[src/rtl/mem_bus_ctrl.sv]
// rtl/mem_bus_ctrl.sv - single-word memory sequencer: setup, strobe, capture, respond
// Every output is a flop so the memory pins never see a combinational path from the core.
module mem_bus_ctrl #(
  parameter int ADDR_W      = 16,
  parameter int DATA_W      = 16,
  parameter int WAIT_CYCLES = 1
) (
  input  logic              i_clk,
  input  logic              i_rst_n,
  input  logic              i_req_valid,
  output logic              o_req_ready,
  input  logic              i_req_we,
  input  logic [ADDR_W-1:0] i_req_addr,
  input  logic [DATA_W-1:0] i_req_wdata,
  output logic              o_rsp_valid,
  output logic [DATA_W-1:0] o_rsp_rdata,
  output logic              o_busy,
  output logic [ADDR_W-1:0] o_mem_addr,
  output logic [DATA_W-1:0] o_mem_wdata,
  output logic              o_mem_rd,
  output logic              o_mem_wr,
  output logic              o_mem_cs,
  input  logic [DATA_W-1:0] i_mem_rdata
);

  localparam int WAIT_EFF = (WAIT_CYCLES < 1) ? 1 : WAIT_CYCLES;
  localparam int CNT_W    = (WAIT_EFF > 1) ? $clog2(WAIT_EFF) : 1;

  typedef enum logic [2:0] {
    IDLE    = 3'd0,
    SETUP   = 3'd1,
    STROBE  = 3'd2,
    CAPTURE = 3'd3,
    RESP    = 3'd4
  } state_t;

  state_t             r_state;
  state_t             w_state_nxt;
  logic [CNT_W-1:0]   r_cnt;
  logic [CNT_W-1:0]   w_cnt_nxt;
  logic               w_accept;

  logic               r_req_ready;
  logic               r_rsp_valid;
  logic [DATA_W-1:0]  r_rsp_rdata;
  logic               r_busy;
  logic [ADDR_W-1:0]  r_mem_addr;
  logic [DATA_W-1:0]  r_mem_wdata;
  logic               r_mem_rd;
  logic               r_mem_wr;
  logic               r_mem_cs;

  assign w_accept = (r_state == IDLE) && i_req_valid && r_req_ready;

  always_comb begin
    w_state_nxt = r_state;
    w_cnt_nxt   = r_cnt;
    case (r_state)
      IDLE: begin
        if (w_accept) w_state_nxt = SETUP;
      end
      SETUP: begin
        w_state_nxt = STROBE;
        w_cnt_nxt   = CNT_W'(WAIT_EFF - 1);
      end
      STROBE: begin
        if (r_cnt == '0) w_state_nxt = CAPTURE;
        else             w_cnt_nxt   = r_cnt - 1'b1;
      end
      CAPTURE: w_state_nxt = RESP;
      RESP:    w_state_nxt = IDLE;
      default: w_state_nxt = IDLE;
    endcase
  end

  always_ff @(posedge i_clk) begin
    if (!i_rst_n) begin
      r_state <= IDLE;
      r_cnt   <= '0;
    end else begin
      r_state <= w_state_nxt;
      r_cnt   <= w_cnt_nxt;
    end
  end

  // Outputs are registered from the next state so they line up with the state they describe.
  always_ff @(posedge i_clk) begin
    if (!i_rst_n) begin
      r_req_ready <= 1'b0;
      r_rsp_valid <= 1'b0;
      r_rsp_rdata <= '0;
      r_busy      <= 1'b0;
      r_mem_addr  <= '0;
      r_mem_wdata <= '0;
      r_mem_rd    <= 1'b0;
      r_mem_wr    <= 1'b0;
      r_mem_cs    <= 1'b0;
    end else begin
      r_req_ready <= (w_state_nxt == IDLE);
      r_busy      <= (w_state_nxt != IDLE);
      r_mem_cs    <= (w_state_nxt == STROBE);
      r_rsp_valid <= (w_state_nxt == RESP);
      if (w_accept) begin
        r_mem_addr  <= i_req_addr;
        r_mem_wdata <= i_req_wdata;
        r_mem_rd    <= ~i_req_we;
        r_mem_wr    <= i_req_we;
      end
      if (r_state == CAPTURE) begin
        r_mem_rd <= 1'b0;
        r_mem_wr <= 1'b0;
        if (r_mem_rd) r_rsp_rdata <= i_mem_rdata;
      end
    end
  end

  assign o_req_ready = r_req_ready;
  assign o_rsp_valid = r_rsp_valid;
  assign o_rsp_rdata = r_rsp_rdata;
  assign o_busy      = r_busy;
  assign o_mem_addr  = r_mem_addr;
  assign o_mem_wdata = r_mem_wdata;
  assign o_mem_rd    = r_mem_rd;
  assign o_mem_wr    = r_mem_wr;
  assign o_mem_cs    = r_mem_cs;

endmodule

[config.mk]
export PLATFORM = sky130hd
export DESIGN_NAME = mem_bus_ctrl
export DESIGN_NICKNAME = d
export VERILOG_FILES = /design/src/rtl/mem_bus_ctrl.sv
export SDC_FILE = /design/constraint.sdc
export NUM_CORES = 1
export LEC_CHECK = 0
export ABC_AREA = 1
export BUFFER_PORTS_ARGS = -buffer_cell sky130_fd_sc_hd__buf_2
export CORE_MARGIN = 10
export CORE_UTILIZATION = 41
export CTS_CLUSTER_DIAMETER = 50
export CTS_CLUSTER_SIZE = 20
export DETAILED_ROUTE_END_ITERATION = 8
export PLACE_DENSITY = 0.81
export RECOVER_POWER = 50
export SETUP_SLACK_MARGIN = 0.3
export SLEW_MARGIN = 20
export SYNTH_ARGS = -nofsm -noshare
export SYNTH_HDL_FRONTEND = slang
export SYNTH_SLANG_ARGS = --single-unit
[constraint.sdc]
create_clock -name i_clk -period 1.2 [get_ports i_clk]
set_input_delay 0 -clock i_clk [delete_from_list [all_inputs] [get_ports i_clk]]
set_output_delay 0 -clock i_clk [all_outputs]
set_load 0.02 [all_outputs]
======== Word level (Yosys, flattened, before mapping) ========
Cells that the tools add are included.
word-level totals
  output and inout bits ................... 54
  flip-flop bits (word level) ............. 58
  bits of input ports ..................... 52
  word-level logic and storage cells ...... 32
cells by class
  $add $sub $neg .......................... 1
  reduce and logical (&&, ||, !) cells .... 8
  bitwise logic cells ..................... 2
  equality and inequality tests ........... 5
  multiplexer cells ....................... 5
operators with widths
  operator             number
  $pmux 3 s4           1
  $eq 3x2->1 const B   3
  $logic_not 3->1      2
  $mux 3               2
  $eq 3x1->1 const B   1
  $eq 3x3->1 const B   1
  $reduce_bool 3->1    1
  $logic_and 1x1->1    2
  $not 1->1            2
  $pmux 1 s2           1
  $reduce_and 2->1     1
  $reduce_bool 2->1    1
  $reduce_or 2->1      1
  $mux 1               1
  $sub 1x1->1 const B  1

======== Logic depth before layout (Yosys ltp) ========
Gate-level depths: netlist of run 1.
  depth in word-level cells ............... 6
  mapped depth ............................ 6
  depth with buffers taken out ............ 6

======== Worst setup path before layout of run 1 ========
No wires, ideal clock.
  path kind ............................... register to register
  from .................................... reg r_mem_rd, in the netlist o_mem_rd
  to ...................................... reg r_rsp_rdata[10], in the netlist o_rsp_rdata[10]
  slack ................................... -0.072 ns
  data arrival time ....................... 1.201 ns
  buffers on the path ..................... 2
  setup time .............................. 0.071 ns
  stages on the path, launching flop included .. 5
  required time ........................... 1.129 ns
  period minus slack after synthesis ...... 1.272 ns
  cell sequence ........................... dfxtp_1 -> clkbuf_1 -> buf_4 -> nand3_2 -> a21oi_2
between the ends
  word-level cells in the longest chain between the ends .. 1
RTL lines
  what                               RTL line  source
  from (decl)                        49        logic r_mem_rd;
  from (signal assigned)             106       r_mem_rd <= ~i_req_we;
  $reduce_and 2->1 (no source line)  n/a
  to (signal assigned)               112       if (r_mem_rd) r_rsp_rdata <= i_mem_rdata;
  to (decl)                          45        logic [DATA_W-1:0] r_rsp_rdata;
No other way between the ends.
A chain may end at the register's enable or synchronous reset.

======== Worst setup path in the final report of run 1 ========
  from .................................... reg r_state[1]
  to ...................................... reg r_mem_addr[3], in the netlist o_mem_addr[3]
between the ends
  word-level cells in the longest chain between the ends .. 3
RTL lines
  what                             RTL line  source
  from (decl)                      37        state_t r_state;
  from (signal assigned)           81        r_state <= w_state_nxt;
  $logic_not 3->1                  53        assign w_accept = (r_state == IDLE) && i_req_valid && r_req_ready;
  $logic_and 1x1->1 (2 in series)  53
  to (signal assigned)             104       r_mem_addr <= i_req_addr;
  to (decl)                        47        logic [ADDR_W-1:0] r_mem_addr;
No other way between the ends.

==> results of run 1 <==
layout make-up:
cell class,instances,area [um^2]
Inverter,7,33.8
Fill cell,389,1410
Tap cell,70,87.6
Clock buffer,11,141
Sequential cell,57,1160
Timing Repair Buffer,176,1220
Antenna cell,2,5.00
Multi-Input combinational cell,167,1060
Clock inverter,5,55.1
synth_stat cells (all sizes together):
library cell / number
inv: 6
a211oi: 1
buf: 13
nand2: 56
clkinv: 1
nand3: 18
nor2: 7
a21oi: 51
clkbuf: 8
dfxtp: 57
nand4: 33
nor3b: 1
where the power goes:
| part | internal (mW) | switching (mW) | total [mW] |
|---|---|---|---|
| sequential | 1.98 | 0.0600 | 2.04 |
| clock | 1.01 | 0.766 | 1.77 |
| combinational | 0.397 | 0.513 | 0.910 |
worst paths after layout:
check / start / end / cells after the start
worst max-delay path: r_state[1] / o_mem_addr[3] / 4
worst max register to register: r_state[1] / o_mem_addr[3] / 4
worst min-delay path: i_req_valid / r_state[0] / 3
worst min register to register: o_mem_addr[14] / o_mem_addr[14] / 2
registers in the layout, indices dropped and copies added (netlist names):
name / count
o_mem_addr: 16
o_mem_wdata: 16
o_rsp_rdata: 16
r_state: 3
o_busy: 1
o_mem_cs: 1
o_mem_rd: 1
o_mem_wr: 1
o_req_ready: 1
o_rsp_valid: 1
through the flow:
stage / util [%] / area (um^2) / worst slack, ps / hold slack (ps) / power, mW
2_1_floorplan: - / 2270 / 128 / 150 / 2.49
3_3_place_gp: 55.8 / 2880 / 115 / 266 / 2.75
3_5_place_dp: 55.8 / 2880 / 47.8 / 269 / 2.76
4_1_cts: 70.8 / 3660 / 104 / -34.5 / 4.70
5_1_grt: 72.8 / 3760 / 16.1 / -24.1 / 4.94
6_report: 72.8 / 3770 / 48.8 / -28.8 / 4.73
routing by layer:
layer  track usage (%)  wire length (um)  vias to the layer above
met5                 0                 0                        -
met4              10.6               280                        0
met3              9.35               923                       31
met2              29.9              4180                      148
met1              18.2              3120                     1154
li1                  -                 -                     1210
critical path: cells and delay by family (launching register included):
family | cells | cell delay, ps
flip-flops | 1 | 360
AND/OR/NAND/NOR | 2 | 320
AO/OA/AOI/OAI | 1 | 210
buffers and inverters | 1 | 180
logic make-up (layout without fill, tap and decap cells):
family,count (synthesis),count (layout),share of synthesized area [%]
DFF,57,57,51.4
buffers and inverters,28,199,6.65
and+or+nand+nor,115,115,28.4
other,0,2,0
AOI/OAI and AO/OA,52,52,13.5
timing repair:
action / CTS / global route
setup endpoints to repair: 54 / 60
cloned: 0 / 1
pin swaps: 0 / 17
endpoints found under the hold margin: 56 / 3
gates resized for setup: 16 / 28
setup buffers: 2 / 3
==> impl_results.md, run 1 <==
- Period utilization: 95.9%
- Die height: 93.6 um
- Final min period: 1150 ps
- Initial antenna violation count: 1
- Pwr dens: 1250 nW/um^2
- Drt wl/cell: 17.2 um
- Sequential share of the synthesized area: 51.4%
- Crit end category: flop
- Total Wirelength: 8500 um
- Tot GR Track Use: 18.2%
- Hold_buf cts: 50
- Total Neg Setup Slack: 0 ps
- I/O pins: 106
- Yosys reg bits: 57
- Critical Path AT: 1410 ps
- First-pass GRT wire length: 12700 um
- Peak Freq: 0.869 GHz
- Leak Pwr: 1.38 nW
- Row Count: 26
- Top post-synthesis cells by area: dfxtp_1, nand4_1, a21oi_1, nand2_1, nand3_2
- DRC: 0
- Final hold vios: 2
- Distinct cells, synth: 22
- RSZ-0062 raised after global routing: yes
- TritonCTS clock tree: built
- Synth area leader: dfxtp_1
- Vias per inst: 5.14
- CTS Root Cell: clkbuf_8
- Hold WS: -28.8 ps
- Grt ovf: 0
- Run status: finished, violations left
- Drt first pass iters: 4
- Hpwl dp: 4890 um
- Min-Delay Path Class: primary input to flop
- Largest net degree at the start of global routing: 25
- Yosys warns: 0
- PortBufs: 105
- Synthesis-to-finish area growth: 69.8%
- Most common cell after layout, fill and taps aside: clkbuf_1
- Clk slew on worst S/H paths: 70 ps
- # nets final: 470
- R2R setup slack: 50 ps
- Vias in the first global route: 2536
- Placed cells: 421
- Setup CP Type: flop to flop
- Total number of H-tree levels: 3
- DRC marker count from the first detailed-route iteration: 103
- DRT antenna net count: 0
- Max_cap viols: 0
- CP Max Fanout: 16
- Clock Path Buffers: 2
- Post-Layout Cell Count: 495
- Worst slew margin: 78.2%
- Max Slew Vio Count: 0
- Clock buffers created by TritonCTS: 9
- Syn_nets: 304
- CP required: 1460 ps
- Max VDD drop: 0.983 mV
- Vias: 2543
- Mapped Avg Cell Area: 8.80 um^2
- Die area: 8750 um^2
- Clock skew: 14.5 ps
- Placer's final routability congestion estimate: 0.689
- Startpoint class of the critical path: flop
- Synth Instances: 252
- Setup Viol. Count Final: 0
- Failing checks: negative hold slack
- Layout cells sized above 1: 31.7%
- Worst Max-Slew Pin Slew: 329 ps
- Clock latency on the worst-skew pair: 330 ps
- CP peak stage delay: 360 ps
- Synthesized area: 2220 um^2
- CTS sink count: 57
- Most frequent cells in the layout: clkbuf_1, nand2_1, buf_2, dfxtp_1, dlygate4sd3_1
- Starting Density: 42.9%
- Die X: 93.6 um
- Slowest-stage cell, CP: dfxtp_4
- Core Region: 5170 um^2
- Share of the synthesized area in the top cell type: 51.4%
- Cells along the critical path: nor2_4, buf_8, nand4_1, a21oi_1
Power figures use the tool's default switching activity.
==> run 2, diff against run 1 <==
==> constraint.sdc (replaced) <==
create_clock -name i_clk -period 1.2 [get_ports i_clk]
set_input_delay 0.12 -clock i_clk [delete_from_list [all_inputs] [get_ports i_clk]]
set_output_delay 0.12 -clock i_clk [all_outputs]
set_load 0.02 [all_outputs]
==> impl_results.md, run 2 (synthesis results as in run 1) <==
- Met2 wire length: 3730 um
- Met3 WL post-DR: 733 um
- RSZ-0062 raised after global routing: yes
- CTS Root Cell: clkbuf_8
- Fillers: 424
- Max VDD drop: 1.03 mV
- Placer's final routability congestion estimate: 0.690
- Hold WS: 54.9 ps
- Die X: 93.6 um
- Core Region: 5170 um^2
- TritonCTS clock tree: built
- I/O pins: 106
- Min-Delay Path Class: primary input to flop
- DRT antenna net count: 0
- Top layer used by detailed routing: met4
- Most common cell after layout, fill and taps aside: buf_6
- Clk slew on worst S/H paths: 70 ps
- Period utilization: 95.7%
- Hold depth: 3
- CP required: 1440 ps
- R2R setup slack: 50 ps
- Row Count: 26
- WL met1: 2980 um
- Worst slew margin: 82.4%
- # nets final: 437
- First-pass GRT wire length: 11500 um
- Pwr dens: 1220 nW/um^2
- Leak Pwr: 1.51 nW
- Crit end category: flop
- Starting Density: 42.9%
- Final min period: 1150 ps
- CP Max Fanout: 16
- Critical Path AT: 1390 ps
- Post-route cell area: 3610 um^2
- Total power: 4.41 mW
- Synthesis-to-finish area growth: 62.5%
- Pre-CTS setup slack: 58.7 ps
- Drt first pass iters: 5
- Vias: 2336
- Run status: finished, final reports clean
- Drt wl/cell: 16.4 um
- Setup Viol. Count Final: 0
- Clock skew: 10.6 ps
- Hold EP: o_rsp_rdata[7]
- Clock buffers created by TritonCTS: 9
- Layout cells sized above 1: 49.7%
- Total Neg Setup Slack: 0 ps
- DRC marker count from the first detailed-route iteration: 74
- N_diodes: 0
- Die area: 8750 um^2
- Startpoint class of the critical path: flop
- Clock latency on the worst-skew pair: 320 ps
- Tot GR Track Use: 16.1%
- Max Slew Vio Count: 0
- Hpwl dp: 4890 um
- Vias in the first global route: 2402
- CTS sink count: 57
- Clock Path Buffers: 2
- PortBufs: 105
- Worst Max-Slew Pin Slew: 263 ps
- Min-delay src: i_mem_rdata[7]
- Total Wirelength: 7550 um
- Largest net degree at the start of global routing: 25
- Final hold vios: 0
- Grt ovf: 0
- Worst reg2reg path depth: 4
- Dpl cell area: 2880 um^2
- Total number of H-tree levels: 3
- Initial antenna violation count: 1
- Peak Freq: 0.871 GHz
- Vias per inst: 5.08
- Max_cap viols: 0
- Die height: 93.6 um
- Hold_buf cts: 0
- DRC: 0
- Setup ws final: 52.0 ps
- Most frequent cells in the layout: buf_6, nand2_1, buf_2
- Setup CP Type: flop to flop
- FF-to-FF End: o_mem_wdata[11]
- Reg-to-reg startpoint: r_state[0]
[run 2: layout make-up]
| cell class | instances | area, um^2 | area share, % |
|---|---|---|---|
| clock inverter | 6 | 35.0 | 0.972 |
| inverter | 7 | 33.8 | 0.937 |
| tap | 70 | 87.6 | 2.43 |
| clock buffer | 10 | 128 | 3.54 |
| multi-input combinational | 167 | 953 | 26.4 |
| sequential | 57 | 1160 | 32.2 |
| timing repair buffer | 143 | 1210 | 33.4 |
[run 2: metrics by stage]
stage,utilization [%],instances
floorplan,-,252
global placement,55.8,421
detailed placement,55.8,421
CTS,68.4,445
global route,69.7,460
finish,69.7,460
[run 2: per-layer routing]
| layer | vias up | track usage, % |
|---|---|---|
| met5 | - | 0 |
| met4 | 0 | 6.20 |
| met3 | 10 | 7.91 |
| met2 | 98 | 26.6 |
| met1 | 1088 | 17.4 |
| li1 | 1140 | - |
[run 2: worst max-delay path: stages (launching register included)]
cell and delay, ps:
dfxtp_4 370, nor2_4 190, buf_6 200, nand4_1 100, a21oi_1 200
[run 2: how the worst max path moves through the flow]
stage                                  to         from  slack [ps]  depth (start not counted)
after CTS                  o_rsp_rdata[2]   r_state[0]         120                          5
final                     o_mem_wdata[11]   r_state[0]          50                          4
after detailed placement  o_mem_wdata[14]  o_req_ready          60                          6
after floorplan           o_rsp_rdata[10]   r_state[0]         130                          6
after global routing      o_mem_wdata[11]   r_state[0]          30                          4
after global placement           o_mem_rd   r_state[1]         110                          5
[run 2: what timing repair did]
| item | 4_1_cts | 5_1_grt |
|---|---|---|
| pin swaps | 0 | 1 |
| setup buffers | 8 | 15 |
| cloned | 0 | 0 |
| setup endpoints to repair | 107 | 108 |
| gates resized for setup | 166 | 10 |
[run 2: power by group]
part	total [mW]	switching [mW]	internal (mW)	leakage (nW)
sequential	2.06	0.0746	1.98	0.467
clock	1.47	0.741	0.733	0.0818
combinational	0.878	0.460	0.418	0.965
total	4.41	1.28	3.13	1.51
==> run 3, diff against run 2 <==
CORE_UTILIZATION = 35   (was 41)
PLACE_DENSITY = 0.72   (was 0.81)
SLEW_MARGIN = default   (was 20)
==> impl_results.md, run 3 (synthesis results as in run 1) <==
- Setup ws final: 71.3 ps
- Total number of H-tree levels: 3
- Placed cells: 427
- Placer's final routability congestion estimate: 0.775
- CP Max Fanout: 6
- Die area: 9920 um^2
- Pwr dens: 1320 nW/um^2
- Final min period: 1130 ps
- Bufs and invs on worst path: 1
- Min-Delay Path Class: primary input to flop
- Reg-to-reg startpoint: r_state[0]
- Most common cell after layout, fill and taps aside: buf_6
- Clock skew: 10.8 ps
- Max_cap viols: 0
- First-pass GRT wire length: 11700 um
- Leak Pwr: 1.59 nW
- P_sw: 1.34 mW
- I/O pins: 106
- CTS sink count: 57
- Max Slew Vio Count: 0
- Run status: finished, final reports clean
- Clock latency on the worst-skew pair: 340 ps
- FF-to-FF End: o_rsp_rdata[5]
- R2R setup slack: 70 ps
- RSZ-0062 raised after global routing: yes
- Worst slew margin: 80.3%
- Crit path launch: r_state[0]
- CP peak stage delay: 380 ps
- Vias per inst: 5.07
- DRT antenna net count: 0
- Comb pwr share: 17.8%
- Int Pwr: 3.75 mW
- DRC: 0
- Hpwl dp: 5060 um
- Total power: 5.09 mW
- # nets final: 446
- Sw Share: 26.3%
- Clock network power share: 41.7%
- CP required: 1470 ps
- Cells along the critical path: nand2_4, nor2_8, clkbuf_16, nand3_2, a21oi_2
- Grt ovf: 0
- Clock Path Buffers: 2
- Vias: 2403
- Die height: 99.6 um
- PortBufs: 105
- Total Wirelength: 7740 um
- N_diodes: 0
- Setup CP Type: flop to flop
- Pre-CTS setup slack: 74.3 ps
- Clock buffers created by TritonCTS: 9
- DRC marker count from the first detailed-route iteration: 80
- Starting Density: 36.8%
- Core Region: 6030 um^2
- Peak Freq: 0.886 GHz
- Clk slew on worst S/H paths: 70 ps
- Share of power burned in registers: 40.4%
- Drt wl/cell: 16.3 um
- Period utilization: 94.1%
- Total Neg Setup Slack: 0 ps
- Largest net degree at the start of global routing: 25
- Post-Layout Cell Count: 474
- Slowest-stage cell, CP: dfxtp_4
- Crit end category: flop
- Tot GR Track Use: 14.3%
- Vias in the first global route: 2402
- Initial antenna violation count: 0
- Hold EP: o_rsp_rdata[3]
- Critical Path AT: 1400 ps
- Final hold vios: 0
- Max VDD drop: 1.04 mV
- Worst reg2reg path depth: 5
- Crit path max-delay family: flip-flops
- Min-delay src: i_mem_rdata[3]
- Drt first pass iters: 4
- Layout cells sized above 1: 53.9%
- Synthesis-to-finish area growth: 74.1%
- Hold depth: 3
- TritonCTS clock tree: built
- Row Count: 28
- Die X: 99.6 um
- Startpoint class of the critical path: flop
- Worst Max-Slew Pin Slew: 297 ps
- Most frequent cells in the layout: buf_6, nand2_1, buf_2
- Setup Viol. Count Final: 0
- CTS Root Cell: clkbuf_8
## run 3: cell types whose count changed in the layout (fill, tap and decap cells not counted), moves of 3 or more
| cell | previous run | this run |
|---|---|---|
| a21oi_1 | 40 | 36 |
| a21oi_2 | 11 | 15 |
| buf_4 | 30 | 36 |
| buf_6 | 56 | 61 |
| clkbuf_8 | 9 | 12 |
| clkinv_2 | 4 | 1 |
| nand3_1 | 7 | 3 |
| nand3_4 | 1 | 7 |
## run 3: worst max-delay path by stage
stage,endpoint,cells past startpoint
2_1_floorplan,o_rsp_rdata[10],6
3_3_place_gp,o_rsp_rdata[10],5
3_5_place_dp,o_rsp_rdata[2],5
4_1_cts,o_mem_addr[0],4
5_1_grt,o_mem_rd,5
6_report,o_rsp_rdata[5],5
## run 3: final cells by class
type | instances | area, um^2
well taps | 75 | 93.8
inverters | 7 | 31.3
multi-input cells | 167 | 1050
repair buffers | 152 | 1280
flip-flops and latches | 57 | 1160
clock buffers | 12 | 165
fillers | 523 | 2160
clock inverters | 4 | 73.8
## run 3: routing by layer
metal	wire length, um	vias to the layer above	global-route usage, %
li1	-	1156	-
met3	763	8	8.93
met2	3880	90	23.3
met4	89	0	3.64
met1	3000	1149	15.2
met5	0	-	0
## run 3: repair_timing
action,CTS,global route
hold buffers,0,0
resized for setup,159,31
hold endpoints to repair,0,0
buffers inserted,14,16
pin swaps,3,7
endpoints found under the setup margin,108,108
cloned,0,1
## run 3: stage by stage
step	util, %	cell area, um^2	hold WS (ps)
2_1_floorplan	-	2270	270
3_3_place_gp	48.1	2900	385
3_5_place_dp	48.1	2900	390
4_1_cts	60.5	3650	21.5
5_1_grt	64.1	3860	29.8
6_report	64.1	3860	45.3
## run 3: worst register-to-register path: stages, from the launching register on
cell and delay, ps:
dfxtp_4 380, nand2_4 80, nor2_8 200, clkbuf_16 200, nand3_2 60, a21oi_2 130
## run 3: power groups by stage
| stage | Sequential (mW) | Clock, mW | Combinational [mW] |
|---|---|---|---|
| after floorplan | 2.18 | 0 | 0.316 |
| after CTS | 2.08 | 2.16 | 0.809 |
| after detailed placement | 2.09 | 0 | 0.682 |
| final | 2.06 | 2.12 | 0.907 |
| after global routing | 2.07 | 2.26 | 0.980 |
| after global placement | 2.09 | 0 | 0.674 |
